File: config.mk
export PLATFORM = sky130hd
export DESIGN_NAME = l2_port_arbiter
export DESIGN_NICKNAME = d
export VERILOG_FILES = /design/src/rtl/lc3b_types.sv /design/src/rtl/l2_arb_select.sv /design/src/rtl/l2_port_arbiter.sv
export SDC_FILE = /design/constraint.sdc
export NUM_CORES = 1
export LEC_CHECK = 0
export BUFFER_PORTS_ARGS = -buffer_cell sky130_fd_sc_hd__buf_2
export CORE_AREA = 8 8 265 267
export DETAILED_ROUTE_END_ITERATION = 7
export DIE_AREA = 0 0 273 275
export SLEW_MARGIN = 15
export SYNTH_ARGS = -nofsm -noshare
export SYNTH_HDL_FRONTEND = slang
export SYNTH_SLANG_ARGS = --single-unit
File: constraint.sdc
create_clock -name clk -period 1.58 [get_ports clk]
set_input_delay 0.079 -clock clk [delete_from_list [all_inputs] [get_ports clk]]
set_output_delay 0.079 -clock clk [all_outputs]
set_load 0.1 [all_outputs]
File: src/rtl/lc3b_types.sv
// Shared types for the L2 port arbiter: grant FSM states, line type and grant encoding.
package lc3b_types;

  localparam int unsigned LC3B_LINE_WIDTH = 128;

  typedef logic [LC3B_LINE_WIDTH-1:0] lc3b_line;

  typedef enum logic [1:0] {
    IDLE,
    I_BUSY,
    D_BUSY
  } l2arb_state_t;

  typedef enum logic {
    GRANT_I,
    GRANT_D
  } l2arb_grant_t;

endpackage

File: src/rtl/l2_arb_select.sv
// Combinational winner pick between instruction and data requests.
// L2ARB_ROUND_ROBIN_EN: ties go to the side not granted last; otherwise data always wins ties.
module l2_arb_select (
  input  logic i_req,
  input  logic d_req,
`ifdef L2ARB_ROUND_ROBIN_EN
  input  logic last_grant_d,
`endif
  output logic grant_d
);

  always_comb begin
    grant_d = 1'b0;
    if (d_req && !i_req) begin
      grant_d = 1'b1;
    end else if (d_req && i_req) begin
`ifdef L2ARB_ROUND_ROBIN_EN
      grant_d = !last_grant_d;
`else
      grant_d = 1'b1;
`endif
    end
  end

endmodule

File: src/rtl/l2_port_arbiter.sv
// Shares one L2 port between the I-cache miss path and the D-side writeback path.
// Optional L2ARB_ROUND_ROBIN_EN enables tie-breaking on the last grant.
module l2_port_arbiter
  import lc3b_types::*;
#(
  parameter int unsigned ADDR_WIDTH = 16,
  parameter int unsigned LINE_WIDTH = 128
) (
  input  logic                  clk,
  input  logic                  reset_n,
  input  logic                  i_read,
  input  logic [ADDR_WIDTH-1:0] i_address,
  output logic                  i_resp,
  output logic [LINE_WIDTH-1:0] i_rdata,
  input  logic                  d_read,
  input  logic                  d_write,
  input  logic [ADDR_WIDTH-1:0] d_address,
  input  logic [LINE_WIDTH-1:0] d_wdata,
  output logic                  d_resp,
  output logic [LINE_WIDTH-1:0] d_rdata,
  output logic                  l2_read,
  output logic                  l2_write,
  output logic [ADDR_WIDTH-1:0] l2_address,
  output logic [LINE_WIDTH-1:0] l2_wdata,
  input  logic [LINE_WIDTH-1:0] l2_rdata,
  input  logic                  l2_resp,
  output logic                  arb_busy
);

  l2arb_state_t state_q;
  logic         i_req;
  logic         d_req;
  logic         grant_d;

  assign i_req = i_read;
  assign d_req = d_read | d_write;

`ifdef L2ARB_ROUND_ROBIN_EN
  l2arb_grant_t last_grant_q;

  always_ff @(posedge clk or negedge reset_n) begin
    if (!reset_n) begin
      last_grant_q <= GRANT_I;
    end else if (state_q == IDLE && (i_req || d_req)) begin
      last_grant_q <= grant_d ? GRANT_D : GRANT_I;
    end
  end

  l2_arb_select u_select (
    .i_req        (i_req),
    .d_req        (d_req),
    .last_grant_d (last_grant_q == GRANT_D),
    .grant_d      (grant_d)
  );
`else
  l2_arb_select u_select (
    .i_req   (i_req),
    .d_req   (d_req),
    .grant_d (grant_d)
  );
`endif

  always_ff @(posedge clk or negedge reset_n) begin
    if (!reset_n) begin
      state_q    <= IDLE;
      l2_read    <= 1'b0;
      l2_write   <= 1'b0;
      l2_address <= '0;
      l2_wdata   <= '0;
    end else begin
      unique case (state_q)
        IDLE: begin
          if (i_req || d_req) begin
            if (grant_d) begin
              // A simultaneous read+write is illegal; the write takes precedence.
              state_q    <= D_BUSY;
              l2_read    <= d_read & ~d_write;
              l2_write   <= d_write;
              l2_address <= d_address;
              l2_wdata   <= d_wdata;
            end else begin
              state_q    <= I_BUSY;
              l2_read    <= 1'b1;
              l2_write   <= 1'b0;
              l2_address <= i_address;
            end
          end
        end
        I_BUSY, D_BUSY: begin
          if (l2_resp) begin
            state_q  <= IDLE;
            l2_read  <= 1'b0;
            l2_write <= 1'b0;
          end
        end
        default: state_q <= IDLE;
      endcase
    end
  end

  assign arb_busy = (state_q != IDLE);
  assign i_resp   = (state_q == I_BUSY) && l2_resp;
  assign d_resp   = (state_q == D_BUSY) && l2_resp;
  assign i_rdata  = l2_rdata;
  assign d_rdata  = l2_rdata;

endmodule
### After elaboration in Yosys (flattened, before gate mapping)

Cells that the tools add are included.

| storage, ports and cells | value |
|---|---|
| flip-flop bits (word level) | 148 |
| output and inout port bits | 405 |
| memories kept | 0 |
| bits in latches | 0 |
| ROM bits | 0 |
| logic and storage cells | 40 |
| memory bits (writable) | 0 |

| operators by class | value |
|---|---|
| divide/modulo/power cells | 0 |
| shifts and indexed selects | 0 |
| equality and inequality tests | 4 |
| add/subtract/negate cells | 0 |
| order comparisons | 0 |
| multipliers | 0 |
| reduce and logical (&&, ||, !) cells | 14 |
| mux-type cells | 14 |
| bitwise operators | 3 |

Operators by type and width:

| operator | number |
|---|---|
| 16-bit 2-to-1 mux | 1 |
| 1-bit 2-to-1 mux | 7 |
| 2-bit 2-to-1 mux | 3 |
| 3-bit AND reduction | 2 |
| 1-bit logical AND | 4 |
| 2-bit != test (second input constant) | 2 |
| 1-bit case mux with 2 select lines | 2 |
| 2-bit case mux with 2 select lines | 1 |
| 2-bit AND reduction | 2 |
| 2-bit nonzero test | 2 |
| 2-bit by 1-bit == test with 1-bit output (second input constant) | 1 |
| 2-bit == test (second input constant) | 1 |
| 2-bit zero test | 1 |
| 2-bit OR reduction | 1 |
| 1-bit AND | 1 |
| 1-bit zero test | 1 |
| 1-bit logical OR | 1 |
| 1-bit inverter | 1 |
| 1-bit bitwise OR | 1 |

### Longest topological paths before layout

| depth | value |
|---|---|
| word-level depth | 7 |
| depth in mapped cells | 6 |

### By module

From an unflattened synthesis, not the netlist that was laid out.

| unflattened totals | value |
|---|---|
| cells, all modules | 627 |
| area total of the unflattened synthesis | 7736.2 µm² |

Modules (own cells, without submodules):

| module | area each (µm²) | instances | cells an instance | seq. area each (µm²) |
|---|---|---|---|---|
| l2_port_arbiter | 7732.4 | 1 | 626 | 3703.6 |
| l2_arb_select | 3.8 | 1 | 1 | 0.0 |

### Least setup slack after synthesis

Ideal clock, no wire load.

| timing | value |
|---|---|
| path type | flip-flop to flip-flop |
| start point | register state_q[0] |
| end point | register state_q[1] |
| slack | -165 ps |
| stages on the path, launching flop included | 6 |
| buffers on the path | 0 |
| library setup time | 122 ps |
| arrival time | 1624 ps |
| path through | dfrtp_1 > inv_1 > ha_1 > inv_1 > o21ai_0 > o2bb2ai_1 |

| on the way | value |
|---|---|
| longest elaborated chain between the ends | 4 |
| elaborated cells on any way between the ends | 8 |

RTL lines:

| item | line | RTL |
|---|---|---|
| start: declaration | l2_port_arbiter.sv:30 | `l2arb_state_t state_q;` |
| start signal: assignment | l2_port_arbiter.sv:65 | `state_q <= IDLE;` |
| start signal: assignment | l2_port_arbiter.sv:76 | `state_q <= D_BUSY;` |
| start signal: assignment | l2_port_arbiter.sv:82 | `state_q <= I_BUSY;` |
| 2-bit by 1-bit == test with 1-bit output or 2-bit == test (tied branches) | l2_port_arbiter.sv:71 | `unique case (state_q)` |
| 2-bit OR reduction | l2_port_arbiter.sv:71 |  |
| 2-bit != test (no source line) | -- |  |
| 2-bit AND reduction (no source line) | -- |  |

Parallel ways exist; a longest one is shown, timed or not.
A chain may end at the register's enable or synchronous reset.

### Final worst setup path

| timing | value |
|---|---|
| start point | register state_q[0] |
| end point | register l2_wdata[0] |

| on the way | value |
|---|---|
| longest elaborated chain between the ends | 2 |

RTL lines:

| item | line | RTL |
|---|---|---|
| 2-bit zero test | l2_port_arbiter.sv:71 |  |
| 3-bit AND reduction (no source line) | -- |  |
| end signal: assignment | l2_port_arbiter.sv:80 | `l2_wdata <= d_wdata;` |
| end: declaration | l2_port_arbiter.sv:24 | `output logic [LINE_WIDTH-1:0] l2_wdata,` |

No other way between the ends.

==> impl_metrics.ini <==
[run_status]
outcome = finished with violations
failed_checks = negative setup slack

[synth]
netlist_instances = 625
main_combinational_cell_family_by_area_after_synthesis = buffers and inverters
seq_area_frac_synth = 0.482
simple_gate_share_of_the_synthesized_area = 0.0143
synthesis.yosys.warnings = 0
postSynthNetCount = 922
syn_area_per_cell_um2 = 12.3
synth_fa_ha_area_frac = 0.00489
yosys.cell_types.count = 25
area_fraction_in_compound_gates_after_synthesis = 0.0213
synthXorXnorAreaFrac = 0
postSynthRegisterBits = 148
synth.area.mux_share = 0.209
synth.cell_area_um2 = 7680

[sta]
timing_hold_violations_final = 0
final_setup_violation_count = 33
rsz0062_at_grt = yes
fmax_mhz = 617
worst_slew_margin_rel = 0.575
finClkSkew_ns = 0.0106
timing.final.crit_period_ns = 1.62
timing_max_transition_violations_final = 0
timing_worst_slew_pin_value_ns = 0.642
layout_worst_path_cycle_share = 1.03
fin_worst_setup_slack_ns = -0.0413
finalHoldWorstSlack_ns = 0.143

[cells_and_area]
areaGrowthSynthToFinish_pct = 50.1
postLayoutCellArea_um2 = 11500
register_area_um2 = 3700
fillerInstances = 7235
area_used_by_multi_input_combinational_logic_um2 = 2250
final_layout_size_suffix_gt1_frac = 0.542
design.final.nets = 1184

[floorplanning]
core_region_area_um2 = 66300
initial_core_util = 0.116
ioPinCount = 699
fp-row-count = 95
die-area_um2 = 75100
fp.dieW_um = 273
fp.dieH_um = 275

[critical_path]
cp_slowest_cell = dfrtp_1
critical_path.startpoint_type = register
timing.critical_path.required_ns = 1.94
crit_start = state_q[0]$_DFFE_PN0P_
reg2reg_from = state_q[0]$_DFFE_PN0P_
end_kind = register
endpoint_arrival_time_on_the_critical_path_ns = 1.98
crit_path_max_fanout = 17
critical_path.top_delay_family = buffers and inverters
worst_path_most_repeated_cell = buf_12
crit_chain = inv_2, ha_4, o21ai_4, buf_12, buf_12, mux2_2
crit_buf_inv = 3
critical-path-max-stage-delay_ns = 0.38
critical_path_class = register to register

[drt]
antenna_violating_nets_post_route = 0
post-route-drc-count = 0
route.vias.total = 5477
first_pass_iters = 4
drt_iter0_markers = 119
vias_per_cell = 3.09
route.final.wire_length_um = 31100
avgRoutedWirePerCell_um = 17.5

[job]
cap_viol_max_count = 0

[clock_tree]
tritoncts = done
cts-root-buf = clkbuf_16
clk_latency_ns = 0.46
clock_sink_count = 148
htreeDepth = 4
clkTransAtPathRegs_ns = 0.08
cts_buffer_depth = 2
cts_inserted_buffers = 17

[grt]
antenna_found_initial = 8
grt_max_degree = 47
groute.usage.overall = 0.0785
grt-ovfl-total = 0
grt_pass1_vias = 6458
grt_first_pass_wirelength_um = 42700

[placed_design]
routabilityCongestion = 0.773
placement.cell_area_um2 = 8720
io_buffers = 314
detailedPlacementHpwl_um = 22500

[hold_path]
worstHoldPathType = input port to register
worst_hold_startpoint = d_read
[per-layer routing]
layer  wire length (um)  track usage  part of all wire  vias to the layer above
li1                   -            -                 -                     2337
met2              14100        0.119              0.45                      421
met4               2340       0.0651             0.075                       10
met5                 69            0            0.0022                        -
met1              10500       0.0728              0.34                     2539
met3               4070       0.0523              0.13                      170
[worst paths after layout]
check / end / slack (ns) / cells past startpoint
setup / recovery: l2_wdata[0]$_DFFE_PN0P_ / -0.04 / 6
max in group asynchronous: l2_wdata[70]$_DFFE_PN0P_ / 0.82 / 3
min in group asynchronous: l2_wdata[107]$_DFFE_PN0P_ / 0.16 / 2
setup reg to reg: l2_wdata[0]$_DFFE_PN0P_ / -0.04 / 6
hold / removal: state_q[0]$_DFFE_PN0P_ / 0.14 / 4
hold reg to reg: l2_address[8]$_DFFE_PN0P_ / 0.48 / 2
[kinds of logic after synthesis]
group	after synthesis
muxes	144
adders and majority gates	3
and+or+nand+nor	23
AOI/OAI and AO/OA	28
buffers and inverters	279
DFF	148
[synth_stat cells (all sizes together)]
library cell  count  area share
buf             274        0.27
dfrtp           148        0.48
mux2            128        0.19
o21ai            21       0.014
mux2i            16       0.021
nand2            16      0.0078
inv               4      0.0020
ha                3      0.0049
a21oi             2      0.0013
and2              2      0.0016
nor2              2      0.0020
a22o              1      0.0011
a32o              1      0.0013
clkbuf            1     0.00049
nand2b            1     0.00081
nor2b             1     0.00081
o2bb2ai           1      0.0011
o31a              1      0.0011
o31ai             1      0.0016
or4b              1      0.0013
[area by class of cell]
cell class              count  share of cell area
repair buffers            518               0.334
flip-flops and latches    148               0.321
multi-input cells         198               0.196
well taps                 873              0.0948
clock buffers              17              0.0369
clock inverters            15              0.0156
inverters                   4             0.00163
diodes                      1            0.000217
[tightest hold or removal path: cells and delay by family]
family	cells	cell delay (ns)
simple gates	2	0.23
buf+inv	1	0.17
compound gates	1	0.09
[registers in the layout (all words and copies together), names as in the netlist]
signal / count
l2_address: 16
l2_read: 1
l2_wdata: 128
l2_write: 1
state_q: 2
[layout by cell type (no fill, tap or decap), types with 6 or more instances in the layout]
cell / n
buf_2: 310
clkbuf_16: 23
dlygate4sd3_1: 164
inv_6: 6
mux2i_1: 16
buf_6: 9
o21ai_1: 6
o21ai_0: 14
buf_12: 12
buf_4: 14
mux2_1: 36
nand2_1: 16
dfrtp_1: 147
mux2_4: 81
clkinv_8: 6
mux2_2: 11
[timing repair]
item / CTS / global route
cloned: 0 / 7
setup buffers: 2 / 2
hold buffers: 164 / 0
pin swaps: 1 / 0
endpoints found under the setup margin: 3 / 52
gates resized for setup: 6 / 92
hold endpoints to repair: 295 / 0
[stage by stage]
stage	setup WS, ns	setup TNS, ns	util	instances
3_5_place_dp	0.00793	0	0.131	1566
4_1_cts	-0.0923	-0.205	0.166	1764
5_1_grt	-0.123	-6.67	0.174	1773
6_report	-0.0413	-0.491	0.174	1774
2_1_floorplan	-0.00668	-0.00668	-	625
3_3_place_gp	0.0315	0	0.131	1566
Power is not shown: default switching activity piles up to over one toggle a cycle in this logic, so the estimate is an artifact.
